--- src/rtl/call_return_if.sv ---
// call_return_if
//   Bundles the decode-side request signals and the return-address-stack
//   signals seen by call_return_ctrl.
//   Modports:
//     master - the controller: drives stack strobes/data, stall, redirect, faults
//     slave  - the surroundings (decode stage + stack): drive requests and flags
//   Parameter DATA_W sets the address/data width.
interface call_return_if #(
    parameter int DATA_W = 32
);
    logic              call_valid;
    logic              ret_valid;
    logic [DATA_W-1:0] pc_in;
    logic [DATA_W-1:0] call_target;
    logic              fault_clear;
    logic [DATA_W-1:0] stk_rdata;
    logic              stk_empty;
    logic              stk_full;
    logic              stk_push;
    logic              stk_pop;
    logic [DATA_W-1:0] stk_wdata;
    logic              stall;
    logic              redirect_valid;
    logic [DATA_W-1:0] redirect_pc;
    logic              fault_overflow;
    logic              fault_underflow;
    logic              depth_err;

    modport master (
        input  call_valid, ret_valid, pc_in, call_target, fault_clear,
               stk_rdata, stk_empty, stk_full,
        output stk_push, stk_pop, stk_wdata, stall, redirect_valid,
               redirect_pc, fault_overflow, fault_underflow, depth_err
    );

    modport slave (
        output call_valid, ret_valid, pc_in, call_target, fault_clear,
               stk_rdata, stk_empty, stk_full,
        input  stk_push, stk_pop, stk_wdata, stall, redirect_valid,
               redirect_pc, fault_overflow, fault_underflow, depth_err
    );
endinterface

--- src/rtl/call_return_ctrl.sv ---
// call_return_ctrl
//   CALL/RET control stage in front of the return-address stack. Turns decode
//   requests into single-cycle push/pop strobes plus a fetch redirect, stalls
//   decode for the strobe cycle and the flag settle cycle, and traps stack
//   overflow/underflow in a FAULT state until software pulses fault_clear.
//   Ports:
//     clk    - rising-edge clock
//     rst_n  - asynchronous active-low reset
//     bus    - call_return_if.master (requests, stack interface, stall,
//              redirect, fault flags, depth_err)
//   Optional feature: define CALL_RET_DEPTH_CHECK_EN to add an occupancy
//   counter cross-checked against stk_empty/stk_full (depth_err); otherwise
//   depth_err is tied low.
//
//   state  | meaning
//   IDLE   | waiting for CALL/RET; decisions made on stack flags
//   PUSH   | stk_push and redirect_valid asserted
//   POP    | stk_pop and redirect_valid asserted
//   SETTLE | stack flags/rdata catching up after the strobe
//   FAULT  | overflow/underflow trapped; stalled until fault_clear
module call_return_ctrl #(
    parameter int DATA_W      = 32,
    parameter int RET_OFFSET  = 1,
    parameter int STACK_DEPTH = 15,
    parameter int CNT_W       = 4
) (
    input  logic                 clk,
    input  logic                 rst_n,
    call_return_if.master        bus
);
    typedef enum logic [2:0] {
        S_IDLE, S_PUSH, S_POP, S_SETTLE, S_FAULT
    } state_t;

    localparam logic [DATA_W-1:0] RET_OFF = DATA_W'(RET_OFFSET);

    state_t            state_q, state_d;
    logic              ld_call, ld_ret, set_ov, set_un, clr_flt;
    logic              push_q, pop_q, redir_q, ov_q, un_q;
    logic [DATA_W-1:0] wdata_q, rpc_q;

    always_comb begin
        state_d = state_q;
        ld_call = 1'b0;
        ld_ret  = 1'b0;
        set_ov  = 1'b0;
        set_un  = 1'b0;
        clr_flt = 1'b0;
        case (state_q)
            S_IDLE: begin
                // CALL has priority; a simultaneous RET stays stalled.
                if (bus.call_valid) begin
                    if (bus.stk_full) begin
                        state_d = S_FAULT;
                        set_ov  = 1'b1;
                    end else begin
                        state_d = S_PUSH;
                        ld_call = 1'b1;
                    end
                end else if (bus.ret_valid) begin
                    if (bus.stk_empty) begin
                        state_d = S_FAULT;
                        set_un  = 1'b1;
                    end else begin
                        state_d = S_POP;
                        ld_ret  = 1'b1;
                    end
                end
            end
            S_PUSH, S_POP: state_d = S_SETTLE;
            S_SETTLE:      state_d = S_IDLE;
            S_FAULT: begin
                if (bus.fault_clear) begin
                    state_d = S_IDLE;
                    clr_flt = 1'b1;
                end
            end
            default:       state_d = S_IDLE;
        endcase
    end

    always_ff @(posedge clk or negedge rst_n) begin
        if (!rst_n) begin
            state_q <= S_IDLE;
            push_q  <= 1'b0;
            pop_q   <= 1'b0;
            redir_q <= 1'b0;
            ov_q    <= 1'b0;
            un_q    <= 1'b0;
            wdata_q <= '0;
            rpc_q   <= '0;
        end else begin
            state_q <= state_d;
            // Strobes are registered copies of "entering PUSH/POP", so they
            // line up exactly with the PUSH/POP state cycle.
            push_q  <= (state_d == S_PUSH);
            pop_q   <= (state_d == S_POP);
            redir_q <= (state_d == S_PUSH) || (state_d == S_POP);
            if (ld_call) begin
                wdata_q <= bus.pc_in + RET_OFF;
                rpc_q   <= bus.call_target;
            end else if (ld_ret) begin
                rpc_q   <= bus.stk_rdata;
            end
            if (clr_flt) begin
                ov_q <= 1'b0;
                un_q <= 1'b0;
            end else begin
                if (set_ov) ov_q <= 1'b1;
                if (set_un) un_q <= 1'b1;
            end
        end
    end

    assign bus.stk_push        = push_q;
    assign bus.stk_pop         = pop_q;
    assign bus.redirect_valid  = redir_q;
    assign bus.stk_wdata       = wdata_q;
    assign bus.redirect_pc     = rpc_q;
    assign bus.fault_overflow  = ov_q;
    assign bus.fault_underflow = un_q;
    // Gated with rst_n so stall drops the instant reset is applied.
    assign bus.stall = rst_n & ((state_q != S_IDLE) | bus.call_valid | bus.ret_valid);

`ifdef CALL_RET_DEPTH_CHECK_EN
    localparam logic [CNT_W-1:0] FULL_CNT = CNT_W'(STACK_DEPTH);

    logic [CNT_W-1:0] cnt_q;
    logic             derr_q;

    always_ff @(posedge clk or negedge rst_n) begin
        if (!rst_n) begin
            cnt_q  <= '0;
            derr_q <= 1'b0;
        end else begin
            if (push_q)
                cnt_q <= cnt_q + CNT_W'(1);
            else if (pop_q)
                cnt_q <= cnt_q - CNT_W'(1);
            // Flags are only trustworthy in IDLE, after the settle cycle.
            if ((state_q == S_IDLE) &&
                (((cnt_q == '0) != bus.stk_empty) || ((cnt_q == FULL_CNT) != bus.stk_full)))
                derr_q <= 1'b1;
        end
    end

    assign bus.depth_err = derr_q;
`else
    assign bus.depth_err = 1'b0;
`endif
endmodule

--- src/flat_wrapper.sv ---
// flat-port wrapper written by rule: the top's interface ports become plain ports
module call_return_ctrl_flat 
#(
    parameter int DATA_W      = 32,
    parameter int RET_OFFSET  = 1,
    parameter int STACK_DEPTH = 15,
    parameter int CNT_W       = 4
)
  (clk, rst_n, bus_call_valid, bus_ret_valid, bus_pc_in, bus_call_target, bus_fault_clear, bus_stk_rdata, bus_stk_empty, bus_stk_full, bus_stk_push, bus_stk_pop, bus_stk_wdata, bus_stall, bus_redirect_valid, bus_redirect_pc, bus_fault_overflow, bus_fault_underflow, bus_depth_err);
  call_return_if #(.DATA_W(DATA_W)) bus_i ();
  input  logic clk;
  input  logic rst_n;
  input wire logic [$bits(bus_i.call_valid)-1:0] bus_call_valid;
  input wire logic [$bits(bus_i.ret_valid)-1:0] bus_ret_valid;
  input wire logic [$bits(bus_i.pc_in)-1:0] bus_pc_in;
  input wire logic [$bits(bus_i.call_target)-1:0] bus_call_target;
  input wire logic [$bits(bus_i.fault_clear)-1:0] bus_fault_clear;
  input wire logic [$bits(bus_i.stk_rdata)-1:0] bus_stk_rdata;
  input wire logic [$bits(bus_i.stk_empty)-1:0] bus_stk_empty;
  input wire logic [$bits(bus_i.stk_full)-1:0] bus_stk_full;
  output wire logic [$bits(bus_i.stk_push)-1:0] bus_stk_push;
  output wire logic [$bits(bus_i.stk_pop)-1:0] bus_stk_pop;
  output wire logic [$bits(bus_i.stk_wdata)-1:0] bus_stk_wdata;
  output wire logic [$bits(bus_i.stall)-1:0] bus_stall;
  output wire logic [$bits(bus_i.redirect_valid)-1:0] bus_redirect_valid;
  output wire logic [$bits(bus_i.redirect_pc)-1:0] bus_redirect_pc;
  output wire logic [$bits(bus_i.fault_overflow)-1:0] bus_fault_overflow;
  output wire logic [$bits(bus_i.fault_underflow)-1:0] bus_fault_underflow;
  output wire logic [$bits(bus_i.depth_err)-1:0] bus_depth_err;
  assign bus_i.call_valid = bus_call_valid;
  assign bus_i.ret_valid = bus_ret_valid;
  assign bus_i.pc_in = bus_pc_in;
  assign bus_i.call_target = bus_call_target;
  assign bus_i.fault_clear = bus_fault_clear;
  assign bus_i.stk_rdata = bus_stk_rdata;
  assign bus_i.stk_empty = bus_stk_empty;
  assign bus_i.stk_full = bus_stk_full;
  assign bus_stk_push = bus_i.stk_push;
  assign bus_stk_pop = bus_i.stk_pop;
  assign bus_stk_wdata = bus_i.stk_wdata;
  assign bus_stall = bus_i.stall;
  assign bus_redirect_valid = bus_i.redirect_valid;
  assign bus_redirect_pc = bus_i.redirect_pc;
  assign bus_fault_overflow = bus_i.fault_overflow;
  assign bus_fault_underflow = bus_i.fault_underflow;
  assign bus_depth_err = bus_i.depth_err;
  call_return_ctrl #(.DATA_W(DATA_W), .RET_OFFSET(RET_OFFSET), .STACK_DEPTH(STACK_DEPTH), .CNT_W(CNT_W)) u_core (.clk(clk), .rst_n(rst_n), .bus(bus_i));
endmodule
--- config.mk ---
export PLATFORM = sky130hd
export DESIGN_NAME = call_return_ctrl_flat
export DESIGN_NICKNAME = d
export VERILOG_FILES = /design/src/rtl/call_return_if.sv /design/src/rtl/call_return_ctrl.sv /design/src/flat_wrapper.sv
export SDC_FILE = /design/constraint.sdc
export NUM_CORES = 1
export LEC_CHECK = 0
export ABC_AREA = 1
export CAP_MARGIN = 5
export CORE_MARGIN = 10
export CORE_UTILIZATION = 65
export CTS_CLUSTER_SIZE = 25
export DETAILED_ROUTE_END_ITERATION = 12
export DONT_BUFFER_PORTS = 1
export PLACE_DENSITY = 0.81
export SYNTH_ARGS = -nofsm -noshare
export SYNTH_HDL_FRONTEND = slang
export SYNTH_SLANG_ARGS = --single-unit
--- constraint.sdc ---
create_clock -name clk -period 3.7 [get_ports clk]
set_clock_uncertainty 0.15 [all_clocks]
set_input_delay 0.74 -clock clk [delete_from_list [all_inputs] [get_ports clk]]
set_output_delay 0.74 -clock clk [all_outputs]
set_load 0.03 [all_outputs]
# Word level (Yosys, flattened, before mapping)
# Index checks and enable logic that the tools add are counted.
# totals
wordCells,52
register_bits,72
# op_classes
n_mux,28
addsub,1
bitwise_logic,3
n_reduce_logical,7
eq_ne,5
# ops
operator,n
32-bit 2-to-1 mux,2
32-bit by 1-bit adder with 32-bit output (second input constant),1
1-bit 2-to-1 mux,20
3-bit 2-to-1 mux,5
3-bit one-hot mux with 3 select lines,1
3-bit by 1-bit equality test with 1-bit output (second input constant),2
3-bit by 2-bit equality test with 1-bit output (second input constant),2
2-bit nonzero test,3
3-bit equality test (second input constant),1
3-bit zero test,1
3-bit nonzero test,1
1-bit OR,2
2-bit OR reduction,1
1-bit AND,1
1-bit logical OR,1

# Longest topological paths before layout
# logic_depth
ltp_word,6
ltp_mapped,10

# Worst setup path after synthesis
# No wires, ideal clock.
# synth_path
kind,input to output
startpoint,in bus_call_valid
endpoint,out bus_stall
t_arrival_ns,1.175
setup_slack_ns,1.635
path_stages,4
required_ns,2.810
cell_sequence,inv_1 nand2_2 o21ai_0 inv_1
# synth_between
elab_chain_cells,3
# synth_lines
element,line,text
from (decl),flat_wrapper.sv:13,input wire logic [$bits(bus_i.call_valid)-1:0] bus_call_valid;
1-bit OR (2 in a row),call_return_ctrl.sv:123,assign bus.stall = rst_n & ((state_q != S_IDLE) | bus.call_valid | bus.ret_valid);
1-bit AND,call_return_ctrl.sv:123,
to (decl),flat_wrapper.sv:24,output wire logic [$bits(bus_i.stall)-1:0] bus_stall;
# No other way between the ends.

# Worst setup path after layout
# layout_path
startpoint,reg u_core.state_q[0]
endpoint,"reg u_core.rpc_q[24], in the netlist u_core.bus.redirect_pc[24]"
# layout_between
elab_chain_cells,3
word_cells_on_any_way,5
classes_between,3 x mux; 2 x reduce/logical
# layout_lines
element,line,text
from (decl),call_return_ctrl.sv:37,"state_t state_q, state_d;"
from (signal assigned),call_return_ctrl.sv:93,state_q <= state_d;
3-bit zero test *,call_return_ctrl.sv:49,case (state_q)
1-bit 2-to-1 mux,call_return_ctrl.sv:49,
32-bit 2-to-1 mux / 2-bit nonzero test (equally long branches),-,
to (signal assigned),call_return_ctrl.sv:101,rpc_q <= bus.call_target;
to (signal assigned),call_return_ctrl.sv:103,rpc_q <= bus.stk_rdata;
to (decl),call_return_ctrl.sv:40,"logic [DATA_W-1:0] wdata_q, rpc_q;"
# Mark *: on every way between the ends. The rest lies on a longest branch, timed or not.
# A chain may end at the register's enable or synchronous reset.

==> metrics.md <==
| Metric | Value |
|---|---|
| Placed cells | 648 |
| Max cap viols | 0 |
| Internal power | 1.75 mW |
| Reg area | 1800 sq um |
| Final period util | 0.635 |
| Net Sw Frac | 0.495 |
| Number of remaining DRC errors | 0 |
| Worst-margin pin slew | 0.973 ns |
| Max-slew violations | 0 |
| Footprint of the multi-input gates | 1870 sq um |
| Most frequent cell after synthesis | nand2_1 |
| Cell Chain, Critical Path | inv_2 > nand2_4 > nor2_8 > nand2_2 > o21ai_4 > buf_4 > nand2_1 > o21ai_2 |
| Delay-heaviest family, CP | compound AO/OA/AOI/OAI gates |
| CTS tree | done |
| Sink Count | 72 |
| FF-to-FF setup slack | 1.35 ns |
| Sequential group share of total power | 0.619 |
| Final nets | 687 |
| Synthesis-to-finish area growth | 4.76% |
| CP Max Fanout | 43 |
| Max_slew headroom | 0.349 |
| IO Count | 174 |
| DR pass1 iterations | 4 |
| Max Fclk | 425 MHz |
| Vias per inst | 5.15 |
| Max VDD drop | 519 uV |
| Die area | 10000 sq um |
| Fin cells | 665 |
| Clk buf depth | 2 |
| CP Capture Type | register |
| Buffers on Ports | 0 |
| Kind of start point of the critical path | register |
| Switch Pwr | 1.71 mW |
| PD cells | 788 nW/um^2 |
| Share of the yosys chip area belonging to registers | 0.431 |
| Gp weighted congestion | 0.892 |
| Origin of the critical flop-to-flop path | u_core.state_q[0] |
| Routed wire length | 10.4 mm |
| First-pass GRT wire length | 16.4 mm |
| Outcome | finished, final reports clean |
| Largest stage delay on the critical path | 0.76 ns |
| Worst path bufs/invs | 2 |
| Top cell type's share of synthesized area | 0.431 |
| R2R depth | 8 |
| Post-synth top flop | dfrtp_1 |
| LEAKAGE | 2.23 nW |
| # rows | 29 |
| Clock share of power | 0.182 |
| Post-Synthesis Cell Area | 4180 sq um |
| Dpl cell area | 4160 sq um |
| Share of cells above drive strength 1 | 0.0986 |
| Fin crit period | 2.35 ns |
| Reg2reg end | u_core.bus.redirect_pc[24] |
| Die X | 100 um |
| Initial DRC count | 158 |
| Critical Path End | u_core.bus.redirect_pc[24] |
| Stages on the worst setup path | 8 |
| Crit. Startpoint | u_core.state_q[0] |
| Yosys top cell by area | dfrtp_1 |
| Initial Util | 0.663 |
| Routed WL per cell | 15.6 um |
| Setup violators final | 0 |
| CP max-delay cell | o21ai_4 |
| ANT nets after route | 0 |
| Detailed placement HPWL | 8.01 mm |
| Clock slew at reported path FFs | 0.08 ns |
| Syn_area_per_cell | 7.10 sq um |
| Comb pwr share | 0.199 |
| CP Class | register to register |
| H-tree levels | 3 |
| Num CTS Buffers | 9 |
| TNS Setup | 0 ns |
| Final-report hold violation count | 0 |
| Post-CTS setup buffer count | 0 |
| Filler Cells Inserted | 545 |
| Ys async rst share | 1.00 |
| Clock Latency Late Sink | 0.35 ns |
| Core ar. | 6310 sq um |
| Hold Path Class | primary input to asynchronous set/reset pin |
| Syn. warnings | 0 |
| Largest net degree at the start of global routing | 73 |
| Netlist cell types | 27 |
| Post-synth EDFFs | 0 |
| Clk root buf | clkbuf_8 |
| Post-Syn Instances | 589 |
| Most frequent cells after synthesis | 213 x nand2_1, 95 x inv_1, 72 x dfrtp_1 |
| # diodes | 0 |
| Final Instance Area | 4380 sq um |
| WP data required | 3.84 ns |
| Worst Path Arrival | 2.49 ns |
| DR vias | 3422 |
| Grt ovf | 0 |
| Initial antenna violation count | 0 |
| Vias in the first global route | 3331 |
| Synth area leaders | dfrtp_1 43%, nand2_1 19%, inv_1 8.5% |
| Die height | 100 um |
| Synthesized flop and latch total | 72 |
| Net Count, Synth | 693 |
| RSZ-0062 raised after global routing | no |
| GRT Total Usage | 0.201 |
cells by family (layout without fill, tap and decap cells):
logic type / Yosys count / after routing / synth area share
other: 1 / 1 / 0.000897
AO/OA/AOI/OAI: 77 / 77 / 0.109
XOR/XNOR: 11 / 11 / 0.0230
AND/OR/NAND/NOR: 308 / 308 / 0.309
adder cells (fa/ha/maj): 1 / 1 / 0.00299
flip-flops: 72 / 72 / 0.431
buffers and inverters: 119 / 118 / 0.124
routing by layer:
metal	wire (um)	GRT usage
met1	3940	0.221
met2	5050	0.336
met3	1230	0.0865
met4	144	0.0717
met5	0	0
flip-flops by register name (all words and copies together), names as in the netlist:
name	flops
u_core.bus.redirect_pc	32
u_core.bus.redirect_valid	1
u_core.state_q	3
u_core.bus.fault_overflow	1
u_core.bus.stk_push	1
u_core.bus.stk_wdata	32
u_core.bus.stk_pop	1
u_core.bus.fault_underflow	1
worst min-delay path by stage:
stage          start                          to  slack (ns)  cells after the start
2_1_floorplan  rst_n   u_core.bus.fault_overflow        0.29                      0
3_3_place_gp   rst_n     u_core.bus.stk_wdata[2]        0.30                      0
3_5_place_dp   rst_n     u_core.bus.stk_wdata[2]        0.30                      0
4_1_cts        rst_n  u_core.bus.redirect_pc[11]        0.13                      1
5_1_grt        rst_n  u_core.bus.fault_underflow        0.14                      1
6_report       rst_n   u_core.bus.redirect_pc[9]        0.13                      1
area by class of cell:
| type | count | area share |
|---|---|---|
| tap | 77 | 0.0220 |
| multi-input combinational | 398 | 0.426 |
| timing repair buffer | 4 | 0.0114 |
| clock inverter | 5 | 0.0128 |
| clock buffer | 11 | 0.0323 |
| sequential | 72 | 0.411 |
| inverter | 98 | 0.0840 |
power by group through the flow:
stage	sequential (mW)	clock [mW]	combinational [mW]
finish	2.14	0.629	0.686
global route	2.20	0.660	0.812
CTS	2.15	0.637	0.698
detailed placement	2.17	0	0.676
global placement	2.16	0	0.639
floorplan	2.04	0	0.614
what timing repair did:
action / 4_1_cts / 5_1_grt
resized for setup: 0 / 0
endpoints found under the hold margin: 72 / 0
hold buffers: 1 / 0
cell usage in the layout (no fill, tap or decap), drive strengths merged, types with 4 or more instances in the layout:
cell and n:
o21ai 75, xor2 10, nand2 218, buf 4, clkbuf 11, inv 98, nor2 48, nand3 36
dfrtp 72
per-stage QoR:
step	util	power (mW)	hold WS (ns)	worst slack (ns)
finish	0.694	3.45	0.125	1.35
global route	0.694	3.67	0.137	1.12
CTS	0.694	3.49	0.128	1.33
detailed placement	0.658	2.84	0.297	1.11
global placement	0.658	2.80	0.297	1.18
floorplan	-	2.66	0.294	1.64
Power figures use the tool's default switching activity.
